[src/rtl/spi_cmd_router.sv]
// Routes 32-bit SPI command words to a response channel selected by opcode,
// then returns one registered response or error word per accepted command.
module spi_cmd_router #(
    parameter int                     NUM_CH    = 4,
    parameter int                     DATA_W    = 32,
    parameter int                     OP_W      = 4,
    parameter logic [NUM_CH*OP_W-1:0] CH_LO     = {4'd8, 4'd6, 4'd4, 4'd1},
    parameter logic [NUM_CH-1:0]      IMMEDIATE = '0,
    parameter int                     TIMEOUT   = 255,
    parameter logic [DATA_W-1:0]      ERR_WORD  = 32'hFFFF_0000
) (
    input  logic                     clk,
    input  logic                     rest,
    input  logic [DATA_W-1:0]        cmd_in,
    input  logic                     cmd_valid,
    output logic                     cmd_busy,
    output logic [DATA_W-1:0]        ch_cmd,
    output logic [NUM_CH-1:0]        ch_cmd_valid,
    input  logic [NUM_CH*DATA_W-1:0] ch_rsp_data,
    input  logic [NUM_CH-1:0]        ch_rsp_valid,
    output logic [DATA_W-1:0]        rsp_out,
    output logic                     rsp_valid,
    output logic [1:0]               err_code,
    output logic [7:0]               err_cnt
);

    localparam int CH_W  = (NUM_CH > 1) ? $clog2(NUM_CH) : 1;
    localparam int CNT_W = $clog2(TIMEOUT + 1);

    localparam logic [CNT_W-1:0]  CNT_LAST     = CNT_W'(TIMEOUT - 1);
    localparam logic [DATA_W-1:0] ERR_UNMAPPED = {ERR_WORD[DATA_W-1:2], 2'd1};
    localparam logic [DATA_W-1:0] ERR_TIMEOUT  = {ERR_WORD[DATA_W-1:2], 2'd2};

    typedef enum logic [1:0] {
        S_IDLE,
        S_DISPATCH,
        S_WAIT
    } routerState;

    routerState       state;
    logic [CH_W-1:0]  curCh;
    logic [CNT_W-1:0] cnt;

    logic [OP_W-1:0]   opcode;
    logic              hit;
    logic [CH_W-1:0]   hitCh;
    logic [DATA_W-1:0] selData;
    logic              selValid;
    logic              selImm;

    logic       newCmd;
    logic       overrun;
    logic       timedOut;
    logic       errDone;
    logic [1:0] errInc;
    logic [8:0] errSum;
    logic [7:0] errNext;

    assign opcode = cmd_in[DATA_W-1 -: OP_W];

    // Ascending scan leaves the highest channel whose base is not above opcode.
    always_comb begin
        hit   = 1'b0;
        hitCh = '0;
        for (int i = 0; i < NUM_CH; i++) begin
            if (opcode >= CH_LO[i*OP_W +: OP_W]) begin
                hit   = 1'b1;
                hitCh = CH_W'(i);
            end
        end
    end

    always_comb begin
        selData  = '0;
        selValid = 1'b0;
        selImm   = 1'b0;
        for (int i = 0; i < NUM_CH; i++) begin
            if (curCh == CH_W'(i)) begin
                selData  = ch_rsp_data[i*DATA_W +: DATA_W];
                selValid = ch_rsp_valid[i];
                selImm   = IMMEDIATE[i];
            end
        end
    end

    assign newCmd   = cmd_valid && (state == S_IDLE);
    assign overrun  = cmd_valid && (state != S_IDLE);
    assign timedOut = (state == S_WAIT) && !selValid && (cnt == CNT_LAST);
    assign errDone  = (newCmd && !hit) || timedOut;

    // Overrun and error completion can coincide, so the step is 0..2.
    assign errInc  = {1'b0, overrun} + {1'b0, errDone};
    assign errSum  = {1'b0, err_cnt} + {7'd0, errInc};
    assign errNext = errSum[8] ? 8'hFF : errSum[7:0];

    always_ff @(posedge clk or posedge rest) begin
        if (rest) begin
            state        <= S_IDLE;
            curCh        <= '0;
            cnt          <= '0;
            cmd_busy     <= 1'b0;
            ch_cmd       <= '0;
            ch_cmd_valid <= '0;
            rsp_out      <= '0;
            rsp_valid    <= 1'b0;
            err_code     <= 2'd0;
            err_cnt      <= 8'd0;
        end else begin
            rsp_valid    <= 1'b0;
            ch_cmd_valid <= '0;
            err_cnt      <= errNext;
            unique case (state)
                S_IDLE: begin
                    if (cmd_valid) begin
                        if (hit) begin
                            ch_cmd       <= cmd_in;
                            curCh        <= hitCh;
                            ch_cmd_valid <= NUM_CH'(1) << hitCh;
                            cmd_busy     <= 1'b1;
                            state        <= S_DISPATCH;
                        end else begin
                            rsp_out   <= ERR_UNMAPPED;
                            err_code  <= 2'd1;
                            rsp_valid <= 1'b1;
                        end
                    end
                end
                S_DISPATCH: begin
                    if (selImm || selValid) begin
                        rsp_out   <= selData;
                        err_code  <= 2'd0;
                        rsp_valid <= 1'b1;
                        cmd_busy  <= 1'b0;
                        state     <= S_IDLE;
                    end else begin
                        cnt   <= '0;
                        state <= S_WAIT;
                    end
                end
                S_WAIT: begin
                    // A response in the final wait cycle beats the timeout.
                    if (selValid) begin
                        rsp_out   <= selData;
                        err_code  <= 2'd0;
                        rsp_valid <= 1'b1;
                        cmd_busy  <= 1'b0;
                        state     <= S_IDLE;
                    end else if (cnt == CNT_LAST) begin
                        rsp_out   <= ERR_TIMEOUT;
                        err_code  <= 2'd2;
                        rsp_valid <= 1'b1;
                        cmd_busy  <= 1'b0;
                        state     <= S_IDLE;
                    end else begin
                        cnt <= cnt + CNT_W'(1);
                    end
                end
                default: begin
                    cmd_busy <= 1'b0;
                    state    <= S_IDLE;
                end
            endcase
        end
    end

endmodule
[config.mk]
export PLATFORM = sky130hd
export DESIGN_NAME = spi_cmd_router
export DESIGN_NICKNAME = d
export VERILOG_FILES = /design/src/rtl/spi_cmd_router.sv
export SDC_FILE = /design/constraint.sdc
export NUM_CORES = 1
export LEC_CHECK = 0
export ABC_AREA = 1
export BUFFER_PORTS_ARGS = -buffer_cell sky130_fd_sc_hd__buf_2
export CAP_MARGIN = 20
export CELL_PAD_IN_SITES_DETAIL_PLACEMENT = 0
export CELL_PAD_IN_SITES_GLOBAL_PLACEMENT = 1
export CORE_MARGIN = 10
export CORE_UTILIZATION = 35
export DETAILED_ROUTE_END_ITERATION = 8
export PLACE_DENSITY = 0.88
export SKIP_CTS_REPAIR_TIMING = 1
export SLEW_MARGIN = 40
export SYNTH_ARGS = -nofsm -noshare
export SYNTH_HDL_FRONTEND = slang
export SYNTH_SLANG_ARGS = --single-unit
[constraint.sdc]
create_clock -name clk -period 4.6 [get_ports clk]
set_clock_uncertainty 0.1 [all_clocks]
set_input_delay 0.46 -clock clk [delete_from_list [all_inputs] [get_ports clk]]
set_output_delay 0.46 -clock clk [all_outputs]
set_load 0.05 [all_outputs]
==> flow_summary.json, run 1 <==
{
  "crit_cells": 15,
  "max-cap-violations": 0,
  "status": "finished clean",
  "coreArea_um2": 15100,
  "slowest_delay_ns": 0.43,
  "p_switching_mw": 3.16,
  "wl_per_cell_um": 16.4,
  "critPathKind": "reg2reg",
  "cp-start-kind": "flop",
  "grt_pass1_vias": 5328,
  "cp_max_fo": 33,
  "setup_viol": 0,
  "clk_latency_ns": 0.34,
  "rsz0062_at_grt": "no",
  "worst_path_dominant_cell_family": "simple AND/OR/NAND/NOR gates",
  "wl_mm": 19.3,
  "cts.reportedPaths.clkPinSlew_ns": 0.07,
  "syn_area_um2": 5350,
  "tns_ns": 0,
  "port_buffers": 246,
  "hold_viol": 0,
  "startpoint": "curCh[0]$_DFFE_PP0P_",
  "drt-initial-drc-count": 316,
  "drc": 0,
  "dr_total_vias": 5666,
  "synthToLayoutAreaGrowth_pct": 30.9,
  "cts_tree": "built",
  "clockPowerShare_pct": 13.7,
  "combPwrFrac_pct": 63.0,
  "slew_headroom_pct": 46.3,
  "slew_violations": 0,
  "vias_per_cell": 4.81,
  "h-tree-depth": 3,
  "track_usage_pct": 17.9,
  "r2r_setup_slack_ns": 1.47,
  "drive_above_1_share_pct": 30.2,
  "highest_layer": "met4",
  "p_int_mw": 2.44,
  "gp_congestion": 0.883,
  "synth_sequential_area_ratio_pct": 43.1,
  "end_kind": "flop",
  "seqPwrFrac_pct": 23.3,
  "crit_top_cell": "nand2_1",
  "firstDrtPassIters": 5,
  "r2r_cells": 15,
  "fmax_mhz": 319,
  "power.leakage_nw": 4.02,
  "critPathSlowestCell": "nor2_8",
  "worst_slack_ns": 1.47,
  "final_antenna_net_count": 0,
  "worstPathCellList": "buf_4 > nor2_8 > nand2_1 > nand3_2 > nand2_4 > nand2_4 > clkinv_4 > nand2_1 > nand2_1 > fa_1 > ha_1 > nand2_1 > nor4_1 > nand2_1 > o21ai_0",
  "period_needed_ns": 3.13,
  "ys_warn_count": 0,
  "initial_utilization_pct": 35.4,
  "dr_wl_met2_mm": 9.94,
  "cts.path.max_buffers": 2,
  "netlist-cell-type-count": 34,
  "synthCells": 758,
  "grt-ovfl-total": 0,
  "ios": 247,
  "clkSinkCount": 92,
  "required_ns": 4.71,
  "hp-class": "in2async",
  "antenna_found_initial": 2,
  "path_buf_inv": 2,
  "synth-seq-cells": 92,
  "crit_end": "err_cnt[2]$_DFF_PP0_",
  "die_x_um": 144,
  "fp.dieArea_um2": 20600,
  "reg2reg_to": "err_cnt[2]$_DFF_PP0_",
  "preCtsSetupSlack_ns": 1.44,
  "grt_pass1_wl_mm": 29.1,
  "syn_avg_cell_area_um2": 7.05,
  "swShare_pct": 56.4,
  "fin_crit_sh_pct": 68.1,
  "critPathArrivalTime_ns": 3.24,
  "worst_pin_slew_ns": 0.805,
  "nets": 1159,
  "dp_hpwl_mm": 15.0,
  "cts_buffers": 9,
  "power_per_cell_area_nw_per_um2": 801,
  "wl_met1_mm": 7.63,
  "placementRows": 45,
  "root_buffer": "clkbuf_16",
  "regToRegStartpoint": "curCh[0]$_DFFE_PP0P_",
  "grt_max_degree": 61,
  "die_y_um": 144,
  "syn_nets": 933,
  "vdd_ir_drop_max_mv": 0.278,
  "wl_met3_mm": 1.41
}
[registers in the layout, indices dropped and copies added (netlist names)]
| name | flops |
|---|---|
| ch_cmd | 32 |
| rsp_out | 32 |
| cnt | 8 |
| err_cnt | 8 |
| ch_cmd_valid | 4 |
| curCh | 2 |
| err_code | 2 |
| state | 2 |
| cmd_busy | 1 |
| rsp_valid | 1 |
[kinds of logic after synthesis]
family / Yosys count / synth area share (%)
and+or+nand+nor: 491 / 38.9
buffers and inverters: 97 / 8.03
DFF: 92 / 43.1
AOI/OAI and AO/OA: 65 / 7.16
adders and majority gates: 8 / 2.01
xor gates and xnor gates: 5 / 0.819
[layout make-up]
cell class	count	area, um^2
clock inverter	7	78.8
sequential	92	2300
clock buffer	9	225
multi-input combinational	569	2620
antenna	2	5.00
fill	1604	8100
tap	188	235
timing repair buffer	252	1300
inverter	60	235
[synth_stat cells (all sizes together)]
| library cell | number | area (um^2) |
|---|---|---|
| inv | 58 | 218 |
| clkinv | 2 | 12.5 |
| clkbuf | 19 | 71.3 |
| buf | 18 | 128 |
| o22ai | 1 | 6.26 |
| or2 | 9 | 58.8 |
| nand4 | 7 | 43.8 |
| nand3 | 77 | 390 |
| nor2 | 40 | 194 |
| fa | 1 | 20.0 |
| ha | 7 | 87.6 |
| o32ai | 1 | 8.76 |
| nor4 | 2 | 12.5 |
| nor3 | 5 | 25.0 |
| dfrtp | 92 | 2300 |
| a21oi | 5 | 25.0 |
| o21a | 1 | 7.51 |
| nand2 | 351 | 1360 |
| xor2 | 5 | 43.8 |
| o211ai | 20 | 150 |
| o21ai | 37 | 185 |
[worst register-to-register path, delay by kind of cell (launching register included)]
family | cells | cell delay, ns
AO/OA/AOI/OAI | 1 | 0.12
AND/OR/NAND/NOR | 10 | 1.38
adder cells (fa/ha/maj) | 2 | 0.63
buffers and inverters | 2 | 0.34
flip-flops | 1 | 0.41
[power groups by stage]
| stage | clock network (mW) | logic (mW) | registers, mW |
|---|---|---|---|
| 6_report | 0.766 | 3.53 | 1.31 |
| 5_1_grt | 0.826 | 3.88 | 1.35 |
| 4_1_cts | 0.788 | 3.53 | 1.31 |
| 3_5_place_dp | 0 | 3.52 | 1.32 |
| 3_3_place_gp | 0 | 3.50 | 1.31 |
| 2_1_floorplan | 0 | 1.65 | 2.35 |
[placed cells by master, fill, tap and decap left out, drive strengths merged, types with 2 or more instances in the layout]
cell type | netlist | final
a21oi | 5 | 5
buf | 18 | 252
clkbuf | 19 | 9
clkinv | 2 | 4
dfrtp | 92 | 92
diode | 0 | 2
ha | 7 | 7
inv | 58 | 62
nand2 | 351 | 351
nand3 | 77 | 77
nand4 | 7 | 7
nor2 | 40 | 40
nor3 | 5 | 5
nor4 | 2 | 2
o211ai | 20 | 20
o21ai | 37 | 37
or2 | 9 | 9
xor2 | 5 | 5
[through the flow]
stage / hold WS (ns) / power (mW) / instance area, um^2 / utilization [%] / cells
after floorplan: 0.401 / 4.00 / 5350 / - / 758
after global placement: 0.348 / 4.81 / 6660 / 44.1 / 1160
after detailed placement: 0.353 / 4.84 / 6660 / 44.1 / 1160
after CTS: 0.171 / 5.63 / 6960 / 46.1 / 1176
after global routing: 0.105 / 6.06 / 6990 / 46.4 / 1179
final: 0.0715 / 5.60 / 6990 / 46.4 / 1179
[worst min-delay path by stage]
stage	start	end	cells after the start
floorplan	cnt[4]$_DFFE_PP0P_	cnt[4]$_DFFE_PP0P_	2
global placement	ch_cmd[3]$_DFFE_PP0P_	ch_cmd[3]$_DFFE_PP0P_	2
detailed placement	ch_cmd[11]$_DFFE_PP0P_	ch_cmd[11]$_DFFE_PP0P_	2
CTS	rest	ch_cmd[4]$_DFFE_PP0P_	2
global route	rest	ch_cmd[5]$_DFFE_PP0P_	2
finish	rest	ch_cmd[4]$_DFFE_PP0P_	2
[routing by layer]
layer | track usage, % | vias to the layer above
met3 | 3.53 | 20
met5 | 0 | -
li1 | - | 2851
met4 | 6.23 | 0
met2 | 31.4 | 187
met1 | 21.2 | 2608
(Power assumes the default switching activity.)
==> inputs of run 2 (changes only) <==
Settings changed: ABC_AREA 1 to 0, PLACE_DENSITY 0.88 to 0.82.
Clock period 4.6 ns to 3.1 ns, I/O delays scaled along.
==> flow_summary.json, run 2 <==
{
  "nets": 785,
  "clockPowerShare_pct": 16.4,
  "gp_congestion": 0.876,
  "port_buffers": 246,
  "grt_max_degree": 52,
  "synth-seq-cells": 92,
  "syn_area_um2": 4760,
  "root_buffer": "clkbuf_16",
  "fmax_mhz": 361,
  "synthSimpleGateAreaFrac_pct": 8.12,
  "p_int_mw": 3.79,
  "synth_top_area_share_pct": 48.4,
  "yosysTopAreaCell": "dfrtp_1",
  "synth_commonest_cells": "dfrtp_1, mux4_2, mux2_2",
  "tns_ns": 0,
  "p_switching_mw": 3.41,
  "synth-edff-count": 0,
  "slew_headroom_pct": 57.9,
  "status": "finished clean",
  "fin_crit_sh_pct": 89.3,
  "cts.path.max_buffers": 2,
  "swShare_pct": 47.4,
  "ios": 247,
  "slew_violations": 0,
  "placementRows": 42,
  "die_x_um": 137,
  "synth_top_family_by_area": "multiplexers",
  "synthTopCellsByArea": "dfrtp_1, mux4_2, mux2_2",
  "drt-initial-drc-count": 113,
  "h-tree-depth": 3,
  "critPathKind": "reg2reg",
  "ys_warn_count": 0,
  "critPathArrivalTime_ns": 2.94,
  "yosysMostFrequentCell": "dfrtp_1",
  "async_flop_share_pct": 100,
  "vdd_ir_drop_max_mv": 0.733,
  "clk_latency_ns": 0.34,
  "end_kind": "flop",
  "cp_max_fo": 7,
  "cts_buffers": 9,
  "finalPower_mw": 7.20,
  "synthMuxAreaShare_pct": 24.2,
  "clkSinkCount": 92,
  "rsz0062_at_grt": "no",
  "period_needed_ns": 2.77,
  "seqPwrFrac_pct": 26.5,
  "dp_hpwl_mm": 11.8,
  "n_antenna_cell": 0,
  "initial_utilization_pct": 35.8,
  "vias_per_cell": 5.01,
  "dr_total_vias": 3961,
  "drc": 0,
  "synth_sequential_area_ratio_pct": 48.4,
  "holdWs_ns": 0.0986,
  "track_usage_pct": 15.1,
  "worst_pin_slew_ns": 0.631,
  "final_common_cell": "buf_2",
  "cts_tree": "built",
  "setup_viol": 0,
  "reg_top3": "ch_cmd x32, rsp_out x32",
  "final_cell_mix": "buf_2, dfrtp_1, mux4_2, mux2_2, nand2_1",
  "fp.dieArea_um2": 18700,
  "required_ns": 3.27,
  "cts.reportedPaths.clkPinSlew_ns": 0.07,
  "cp-start-kind": "flop",
  "syn_avg_cell_area_um2": 13.1,
  "grt_pass1_wl_mm": 22.6,
  "final_antenna_net_count": 0,
  "hp-class": "in2reg",
  "power_per_cell_area_nw_per_um2": 1110,
  "ys.flop_type": "dfrtp_1",
  "grt_pass1_vias": 4364,
  "synth_xor_area_share_pct": 1.84,
  "synthCells": 363,
  "netlist-cell-type-count": 42,
  "wl_mm": 14.6,
  "synthToLayoutAreaGrowth_pct": 36.7,
  "die_y_um": 137,
  "antenna_found_initial": 0,
  "drive_above_1_share_pct": 57.4,
  "coreArea_um2": 13300,
  "power.leakage_nw": 3.22,
  "synth_fa_ha_area_share_pct": 2.26,
  "fin_util_pct": 48.9,
  "hold_viol": 0,
  "max-cap-violations": 0,
  "syn_nets": 538,
  "synth_compound_area_share_pct": 10.8,
  "firstDrtPassIters": 4,
  "grt-ovfl-total": 0,
  "combPwrFrac_pct": 57.1,
  "wl_per_cell_um": 18.4
}
==> run 2: changes by cell type after synthesis, sizes merged, moves of 8 or more <==
cell     delta
o21ai      -32
a2bb2oi    +16
clkbuf     -10
o2bb2ai    +14
nor2       -25
mux2       +32
buf         -8
o211ai     -19
nand3      -71
mux4       +33
nand2     -319
inv        -31
or2         -9
==> run 2: final timing paths <==
| kind | startpoint | to | slack, ns | depth (start not counted) |
|---|---|---|---|---|
| worst max-delay path | curCh[1]$_DFFE_PP0P_ | err_cnt[0]$_DFF_PP0_ | 0.33 | 10 |
| worst min-delay path | cmd_in[23] | ch_cmd[23]$_DFFE_PP0P_ | 0.1 | 2 |
| worst max register to register | curCh[1]$_DFFE_PP0P_ | err_cnt[0]$_DFF_PP0_ | 0.33 | 10 |
| worst min register to register | rsp_out[12]$_DFFE_PP0P_ | rsp_out[12]$_DFFE_PP0P_ | 0.39 | 1 |
| max in group asynchronous | rest | ch_cmd[9]$_DFFE_PP0P_ | 1.66 | 4 |
| min in group asynchronous | rest | ch_cmd[14]$_DFFE_PP0P_ | 0.50 | 3 |
==> run 2: cell families after synthesis <==
logic type,after synthesis
multiplexers,70
flip-flops,92
AO/OA/AOI/OAI,59
buffers and inverters,46
adder cells (fa/ha/maj),8
AND/OR/NAND/NOR,78
XOR/XNOR,10
==> run 2: metrics by stage <==
| step | instances | setup WS (ns) | cell area [um^2] |
|---|---|---|---|
| floorplan | 363 | 0.298 | 4760 |
| global placement | 774 | 0.472 | 6170 |
| detailed placement | 774 | 0.364 | 6170 |
| CTS | 790 | 0.358 | 6500 |
| global route | 791 | 0.188 | 6510 |
| finish | 791 | 0.333 | 6510 |
==> run 2: metal layers <==
metal	part of all wire (%)	routed length (um)	GRT usage, %
met1	40	5780	17.8
met5	0	0	0
met3	12	1700	6.38
met4	1.4	200	5.03
met2	47	6900	24.4
==> run 2: power by group through the flow <==
stage               combinational [mW]  clock (mW)  sequential, mW
global route                      4.39        1.28            1.97
global placement                  4.09           0            1.90
CTS                               4.16        1.22            1.91
detailed placement                4.15           0            1.92
finish                            4.11        1.18            1.91
floorplan                         1.86           0            3.28
==> run 2: cell type report <==
class,instances,area (um^2)
sequential,92,2300
timing repair buffer,255,1300
clock inverter,6,87.6
clock buffer,10,239
multi-input combinational,225,2250
inverter,27,104
tap,176,220
fill,1194,6790
==> run 2: worst max-delay path: stages, from the launching register on <==
cell and delay, ns:
dfrtp_1 0.38, mux4_2 0.57, inv_2 0.15, nand2_1 0.10, o21ai_0 0.25, fa_1 0.24
ha_1 0.20, and3_1 0.20, and3_1 0.20, nand3_1 0.20, nand2b_1 0.12
